==> src/rtl/uart_tx_fifo.sv <==
// Buffered UART transmitter: valid/ready byte FIFO feeding an LSB-first 8N1 serialiser.
// Define UART_TX_PARITY_EN to insert an even-parity bit (8E1 frames).
module uart_tx_fifo #(
    parameter int unsigned BAUD_DIV   = 868,
    parameter int unsigned FIFO_DEPTH = 16
) (
    input  logic                          clk_i,
    input  logic                          arst_n_i,
    input  logic                          tx_req_i,
    input  logic [7:0]                    tx_data_i,
    output logic                          tx_rdy_o,
    output logic                          tx_o,
    output logic                          busy_o,
    output logic [$clog2(FIFO_DEPTH):0]   level_o
);

    localparam int unsigned AW        = $clog2(FIFO_DEPTH);
    localparam logic [AW:0] FULL_LVL  = (AW + 1)'(FIFO_DEPTH);
    localparam logic [15:0] BAUD_LOAD = 16'(BAUD_DIV - 1);

`ifdef UART_TX_PARITY_EN
    typedef enum logic [2:0] {IDLE, START, DATA, PARITY, STOP} state_t;
`else
    typedef enum logic [1:0] {IDLE, START, DATA, STOP} state_t;
`endif

    state_t         state;
    logic [7:0]     mem [FIFO_DEPTH];
    logic [AW-1:0]  wr_ptr;
    logic [AW-1:0]  rd_ptr;
    logic [AW:0]    count;
    logic [15:0]    baud_cnt;
    logic [2:0]     bit_cnt;
    logic [7:0]     shift_reg;
    logic           line_bit;
    logic           push;
    logic           pop;
    logic           bit_end;
`ifdef UART_TX_PARITY_EN
    logic           parity_bit;
`endif

    assign tx_rdy_o = (count != FULL_LVL);
    assign level_o  = count;
    assign busy_o   = (state != IDLE) | (count != '0);
    assign push     = tx_req_i & tx_rdy_o;
    assign bit_end  = (baud_cnt == '0);
    assign pop      = (count != '0) & ((state == IDLE) | ((state == STOP) & bit_end));

    always_ff @(posedge clk_i) begin
        if (push) begin
            mem[wr_ptr] <= tx_data_i;
        end
    end

    always_ff @(posedge clk_i or negedge arst_n_i) begin
        if (!arst_n_i) begin
            wr_ptr <= '0;
            rd_ptr <= '0;
            count  <= '0;
        end else begin
            if (push) begin
                wr_ptr <= wr_ptr + 1'b1;
            end
            if (pop) begin
                rd_ptr <= rd_ptr + 1'b1;
            end
            if (push && !pop) begin
                count <= count + 1'b1;
            end else if (pop && !push) begin
                count <= count - 1'b1;
            end
        end
    end

    // Line level follows the state of the previous cycle, so tx_o lags the FSM by one clock.
    always_comb begin
        line_bit = 1'b1;
        case (state)
            START:   line_bit = 1'b0;
            DATA:    line_bit = shift_reg[0];
`ifdef UART_TX_PARITY_EN
            PARITY:  line_bit = parity_bit;
`endif
            default: line_bit = 1'b1;
        endcase
    end

    always_ff @(posedge clk_i or negedge arst_n_i) begin
        if (!arst_n_i) begin
            state     <= IDLE;
            baud_cnt  <= '0;
            bit_cnt   <= '0;
            shift_reg <= '0;
            tx_o      <= 1'b1;
`ifdef UART_TX_PARITY_EN
            parity_bit <= 1'b0;
`endif
        end else begin
            tx_o <= line_bit;
            if (pop) begin
                shift_reg <= mem[rd_ptr];
`ifdef UART_TX_PARITY_EN
                parity_bit <= ^mem[rd_ptr];
`endif
            end
            case (state)
                IDLE: begin
                    if (pop) begin
                        state    <= START;
                        baud_cnt <= BAUD_LOAD;
                    end
                end
                START: begin
                    if (bit_end) begin
                        state    <= DATA;
                        baud_cnt <= BAUD_LOAD;
                        bit_cnt  <= '0;
                    end else begin
                        baud_cnt <= baud_cnt - 1'b1;
                    end
                end
                DATA: begin
                    if (bit_end) begin
                        baud_cnt  <= BAUD_LOAD;
                        shift_reg <= {1'b0, shift_reg[7:1]};
                        bit_cnt   <= bit_cnt + 3'd1;
                        if (bit_cnt == 3'd7) begin
`ifdef UART_TX_PARITY_EN
                            state <= PARITY;
`else
                            state <= STOP;
`endif
                        end
                    end else begin
                        baud_cnt <= baud_cnt - 1'b1;
                    end
                end
`ifdef UART_TX_PARITY_EN
                PARITY: begin
                    if (bit_end) begin
                        state    <= STOP;
                        baud_cnt <= BAUD_LOAD;
                    end else begin
                        baud_cnt <= baud_cnt - 1'b1;
                    end
                end
`endif
                STOP: begin
                    if (bit_end) begin
                        baud_cnt <= BAUD_LOAD;
                        state    <= pop ? START : IDLE;
                    end else begin
                        baud_cnt <= baud_cnt - 1'b1;
                    end
                end
                default: state <= IDLE;
            endcase
        end
    end

endmodule

==> config.mk <==
export PLATFORM = sky130hd
export DESIGN_NAME = uart_tx_fifo
export DESIGN_NICKNAME = d
export VERILOG_FILES = /design/src/rtl/uart_tx_fifo.sv
export SDC_FILE = /design/constraint.sdc
export NUM_CORES = 1
export LEC_CHECK = 0
export BUFFER_PORTS_ARGS = -buffer_cell sky130_fd_sc_hd__buf_2
export CAP_MARGIN = 20
export CORE_MARGIN = 5
export CORE_UTILIZATION = 55
export CTS_CLUSTER_DIAMETER = 200
export CTS_CLUSTER_SIZE = 12
export DETAILED_ROUTE_END_ITERATION = 16
export MAX_ROUTING_LAYER = met4
export PLACE_DENSITY = 0.78
export SLEW_MARGIN = 30
export SYNTH_ARGS = -nofsm -noshare
export SYNTH_HDL_FRONTEND = slang
export SYNTH_SLANG_ARGS = --single-unit
==> constraint.sdc <==
create_clock -name clk_i -period 3.3 [get_ports clk_i]
set_input_delay 0.495 -clock clk_i [delete_from_list [all_inputs] [get_ports clk_i]]
set_output_delay 0.495 -clock clk_i [all_outputs]
set_load 0.01 [all_outputs]
**Yosys cells after proc, flatten, opt, wreduce, memory -nomap -nowiden**

Memory sizes are Yosys's and may differ from the RTL's.
Cells that the tools add are included.

- Register bits after elaboration: 43
- Memory bits (writable): 128
- Input port bits: 11
- Output and inout bits: 8
- Logic and storage cells: 64
- Memories kept: 1

- $add $sub $neg: 6
- Equal/unequal tests: 10
- Muxes and demuxes: 21
- Bitwise gates (word level): 5
- Reduce and logical (&&, ||, !) cells: 13

Memory list:

| name | words | bits a word | rd ports | clocked after memory_dff | write ports | RTL line | text |
|---|---|---|---|---|---|---|---|
| mem | 16 | 8 | 1 | 0 | 1 | 28 | `logic [7:0] mem [FIFO_DEPTH];` |

Operators by type and width:

| cell | number |
|---|---|
| $mux 16 | 2 |
| $pmux 16 s2 | 1 |
| $mux 8 | 3 |
| $logic_not 16->1 | 1 |
| $sub 16x1->16 const B | 1 |
| $mux 2 | 5 |
| $mux 5 | 2 |
| $ne 2x2->1 const B | 5 |
| $add 4x1->4 const B | 2 |
| $pmux 2 s4 | 1 |
| $mux 3 | 2 |
| $pmux 3 s2 | 1 |
| $reduce_bool 2->1 | 3 |
| $add 5x1->5 const B | 1 |
| $ne 5x5->1 const B | 1 |
| $reduce_and 5->1 | 1 |
| $reduce_bool 5->1 | 1 |
| $sub 5x1->5 const B | 1 |
| $eq 2x2->1 const B | 2 |
| $add 3x1->3 const B | 1 |
| $and 1x1->1 | 3 |
| $eq 3x3->1 const B | 1 |
| $mux 1 | 3 |
| $reduce_and 3->1 | 1 |
| 7 further kinds | 10 |

**Depth between registers and ports, before layout**

- Depth after elaboration: 7
- Gate-level depth with buffers: 14
- Gate-level depth less buffers: 14

**Worst setup path before layout**

Ideal clock, no wire load.

- Path kind: reg-to-reg
- Start: register count[0] (netlist: level_o[0])
- End: register count[4] (netlist: level_o[4])
- Setup time: 0.124 ns
- Arrival: 2.835 ns
- Required time: 3.176 ns
- Setup slack: 0.341 ns
- Cell stages (with the launch flop): 13
- Buffers on the path: 0
- Period minus slack after synthesis: 2.959 ns
- Path through: dfrtp_1 -> or4_4 -> o21ai_1 -> o21ai_2 -> inv_1 -> ha_1 -> inv_1 -> fa_1 -> a21o_1 -> a21oi_1 -> xnor2_1 -> nor2_1 -> xnor2_1

- Longest elaborated chain between the ends: 5
- Elaborated cells between the ends (all ways): 13
- Classes of those cells: 2 x add/sub; 1 x eq/ne; 2 x mux; 2 x bitwise; 6 x reduce/logical

Ends and longest elaborated chain:

| what | RTL line | text |
|---|---|---|
| start, declared | 31 | `logic [AW:0] count;` |
| start signal, assigned | 69 | `count <= count + 1'b1;` |
| start signal, assigned | 71 | `count <= count - 1'b1;` |
| branches (longest 5 deep; another with $sub 5x1->5) | - |  |

Parallel ways; which one is timed is not known. The select of a mux whose other input is x is not followed.
A chain may end at the register's enable or synchronous reset.

**Worst setup path after layout**

Same ends and word-level chain as after synthesis.

==> flow_summary.json <==
{
  "status": "completed",
  "static-leakage-power_uw": 0.00309,
  "worst_setup_path_end_kind": "flip-flop",
  "worst-slew-pin-transition_ns": 0.672,
  "cts.path.max_buffers": 2,
  "seq_power_share_pct": 50.1,
  "timing.final.crit_share_pct": 94.4,
  "critical_path.startpoint_type": "flip-flop",
  "final.setup.tns_ns": 0,
  "synth_edf_count": 128,
  "length_of_the_first_detailed_routing_pass_in_iterations": 5,
  "start_util_pct": 55.8,
  "remaining_drc_errors": 0,
  "slew_viol_final": 0,
  "grt_start_max_net_pins": 44,
  "drt.antenna.violating_nets": 0,
  "cell_area_power_density_mw_per_mm2": 643,
  "path_buf_inv": 2,
  "clock_latency_reported_for_the_late_side_of_the_worst_skew_pair_ns": 0.42,
  "drv_cap": 0,
  "p_int_uw": 4000,
  "io_buffer_count": 18,
  "synthDistinctLibCells": 63,
  "synth_nets": 479,
  "timing.final.setup_violations": 0,
  "clock_tree_root_driver_cell": "sky130_fd_sc_hd__clkbuf_16",
  "syn-cell-area_mm2": 0.00733,
  "filler_cell_count": 878,
  "relative_contribution_of_the_clock_network_to_total_power_pct": 37.6,
  "worst_setup_hold_path_clk_slew_ns": 0.06,
  "hold_path_class": "input port to asynchronous set/reset pin",
  "timing.setup.critical_path_class": "flip-flop to flip-flop",
  "layout-drive-gt1-share_pct": 23.1,
  "final_common_cell": "sky130_fd_sc_hd__edfxtp_1",
  "floorplan.rows": 42,
  "cp_cell_sequence": "or4_4, o21ai_1, o21ai_2, inv_2, ha_1, inv_1, fa_1, a21o_1, a21oi_1, xnor2_1, nor2_1, xnor2_1",
  "switching_share_pct": 25.1,
  "grt_overflow_total": 0,
  "path_common_cell": "sky130_fd_sc_hd__xnor2_1",
  "slowest_cell_delay_on_critical_path_ns": 0.61,
  "total_power_of_the_final_layout_uw": 5340,
  "area_delta_synth_final_pct": 13.3,
  "layout.nets": 524,
  "worst_path_dominant_cell_family": "simple AND/OR/NAND/NOR gates",
  "placeableCoreArea_mm2": 0.0131,
  "die_area_mm2": 0.0157,
  "dr_total_vias": 3997,
  "post-cts-setup-buffers": 0,
  "slew_headroom_pct": 55.0,
  "timing.clock.skew_ns": 0.00700,
  "detail_placement_hpwl_um": 9610,
  "finalHoldViolations": 0,
  "ys.flop_type": "sky130_fd_sc_hd__edfxtp_1",
  "cts_num_sinks": 171,
  "routabilityCongestion": 0.836,
  "cts_tree": "built",
  "r2r_slack_ns": 0.19,
  "first_global_vias": 4246,
  "ir_drop_mv": 0.494,
  "cp_data_arrival_time_ns": 3.42,
  "yosys_warnings": 0,
  "critical_path.slowest_cell": "sky130_fd_sc_hd__or4_4",
  "p_comb_share_pct": 12.3,
  "avgViaCountPerCell": 5.85,
  "detailedRoute.firstIterationViolations": 461,
  "numCtsBuffers": 17,
  "final.min_clock_period_ns": 3.11,
  "cp.required_ns": 3.61,
  "flip_flop_count_of_the_largest_register_all_copies_and_words_added": 128,
  "wl_per_cell_um": 21.4,
  "max_freq_mhz": 321,
  "seq_area_frac_synth_pct": 67.1,
  "antenna_found_initial": 0,
  "mostFrequentLayoutCells": "128 x sky130_fd_sc_hd__edfxtp_1, 41 x sky130_fd_sc_hd__dfrtp_1, 37 x sky130_fd_sc_hd__nand2_1",
  "fp.dieW_um": 125,
  "detail_route.wirelength_um": 14600,
  "n_antenna_cell": 0,
  "io-pin-count": 19,
  "h-tree-depth": 4,
  "yosys_register_bits": 171,
  "grt_first_pass_wirelength_um": 23400,
  "dieHeight_um": 125,
  "asyncSetResetFlopFracSynth_pct": 25.1,
  "syn-mean-instance-area_um2": 16.3,
  "grt_util_all_layers_pct": 20.4,
  "p_sw_uw": 1340,
  "rsz_0062_raised_after_global_routing": "no",
  "syn_inst": 449,
  "crit_fanout": 9
}
-- what timing repair did --
| item | CTS | global route |
|---|---|---|
| resized for setup | 0 | 1 |
| hold buffers | 0 | 0 |
| endpoints found under the setup margin | 0 | 1 |
-- metrics by stage --
step | cells | instance area, um^2 | worst slack [ns] | hold slack (ns) | utilization (%)
final | 683 | 8310 | 0.186 | 0.0379 | 63.2
after global routing | 683 | 8310 | 0.0588 | 0.0951 | 63.2
after CTS | 683 | 8310 | 0.0773 | 0.236 | 63.2
after detailed placement | 651 | 7710 | 0.101 | 0.492 | 58.7
after global placement | 651 | 7710 | 0.238 | 0.469 | 58.7
after floorplan | 449 | 7330 | 0.341 | 0.199 | -
-- final cells by class --
| class | instances | area, um^2 | area share (%) |
|---|---|---|---|
| inverter | 16 | 60.1 | 0.723 |
| multi-input combinational | 245 | 2230 | 26.8 |
| sequential | 171 | 4920 | 59.2 |
| clock buffer | 18 | 429 | 5.17 |
| tap | 176 | 220 | 2.65 |
| clock inverter | 14 | 169 | 2.03 |
| timing repair buffer | 43 | 280 | 3.37 |
-- worst paths after layout --
path / cells past startpoint / start / endpoint
setup / recovery: 12 / level_o[0]$_DFFE_PN0P_ / level_o[4]$_DFFE_PN0P_
hold / removal: 1 / arst_n_i / baud_cnt[6]$_DFFE_PN0P_
setup reg to reg: 12 / level_o[0]$_DFFE_PN0P_ / level_o[4]$_DFFE_PN0P_
hold reg to reg: 1 / bit_cnt[0]$_DFFE_PN0P_ / bit_cnt[0]$_DFFE_PN0P_
max in group asynchronous: 1 / arst_n_i / rd_ptr[0]$_DFFE_PN0N_
min in group clk_i: 1 / tx_data_i[2] / mem[13][2]$_DFFE_PP_
-- metal layers --
| layer | vias up | track usage, % | part of all wire (%) |
|---|---|---|---|
| li1 | 1813 | - | - |
| met1 | 2048 | 25.0 | 40 |
| met2 | 114 | 33.9 | 53 |
| met3 | 22 | 4.65 | 5.3 |
| met4 | 0 | 6.25 | 1.3 |
| met5 | - | - | 0 |
-- cells by family after synthesis --
| logic type | Yosys count | share of synthesized area, % |
|---|---|---|
| buf+inv | 33 | 2.48 |
| compound gates | 50 | 4.75 |
| mux | 44 | 12.3 |
| simple gates | 114 | 7.82 |
| fa+ha+maj | 19 | 3.35 |
| xor+xnor | 18 | 2.15 |
| flops | 171 | 67.1 |
-- cell usage after synthesis (2+ instances only) --
| master | number | area, um^2 |
|---|---|---|
| sky130_fd_sc_hd__edfxtp_1 | 128 | 3840 |
| sky130_fd_sc_hd__dfrtp_1 | 42 | 1050 |
| sky130_fd_sc_hd__nand2_1 | 37 | 139 |
| sky130_fd_sc_hd__nor2_1 | 35 | 131 |
| sky130_fd_sc_hd__mux4_2 | 29 | 653 |
| sky130_fd_sc_hd__ha_1 | 18 | 225 |
| sky130_fd_sc_hd__inv_1 | 15 | 56.3 |
| sky130_fd_sc_hd__xnor2_1 | 11 | 96.3 |
| sky130_fd_sc_hd__a21oi_1 | 9 | 45.0 |
| sky130_fd_sc_hd__o21ai_0 | 9 | 45.0 |
| sky130_fd_sc_hd__mux2i_1 | 7 | 70.1 |
| sky130_fd_sc_hd__nor3_1 | 7 | 35.0 |
| sky130_fd_sc_hd__xor2_1 | 7 | 61.3 |
| sky130_fd_sc_hd__a31oi_1 | 6 | 37.5 |
| sky130_fd_sc_hd__mux4_1 | 6 | 158 |
| sky130_fd_sc_hd__nand3_1 | 6 | 30.0 |
| sky130_fd_sc_hd__clkbuf_1 | 5 | 18.8 |
| sky130_fd_sc_hd__o21ai_1 | 5 | 25.0 |
| sky130_fd_sc_hd__and2_1 | 4 | 25.0 |
| sky130_fd_sc_hd__buf_2 | 4 | 20.0 |
| sky130_fd_sc_hd__nor4_1 | 4 | 25.0 |
| sky130_fd_sc_hd__a221oi_1 | 3 | 26.3 |
| sky130_fd_sc_hd__or3_1 | 3 | 18.8 |
| sky130_fd_sc_hd__a21oi_2 | 2 | 17.5 |
| sky130_fd_sc_hd__a22o_1 | 2 | 17.5 |
| sky130_fd_sc_hd__a311oi_2 | 2 | 30.0 |
| sky130_fd_sc_hd__buf_1 | 2 | 7.51 |
| sky130_fd_sc_hd__buf_12 | 2 | 40.0 |
| sky130_fd_sc_hd__buf_6 | 2 | 22.5 |
| sky130_fd_sc_hd__nand2b_1 | 2 | 12.5 |
| sky130_fd_sc_hd__nand4b_1 | 2 | 17.5 |
| sky130_fd_sc_hd__or4_1 | 2 | 15.0 |
-- power by group through the flow --
stage	Combinational, uW	Clock, uW	Sequential (uW)
6_report	655	2010	2680
5_1_grt	715	2150	2700
4_1_cts	666	2040	2680
3_5_place_dp	658	0	2720
3_3_place_gp	626	0	2690
2_1_floorplan	415	0	2670
No activity file was read; power rests on OpenSTA's default activity.
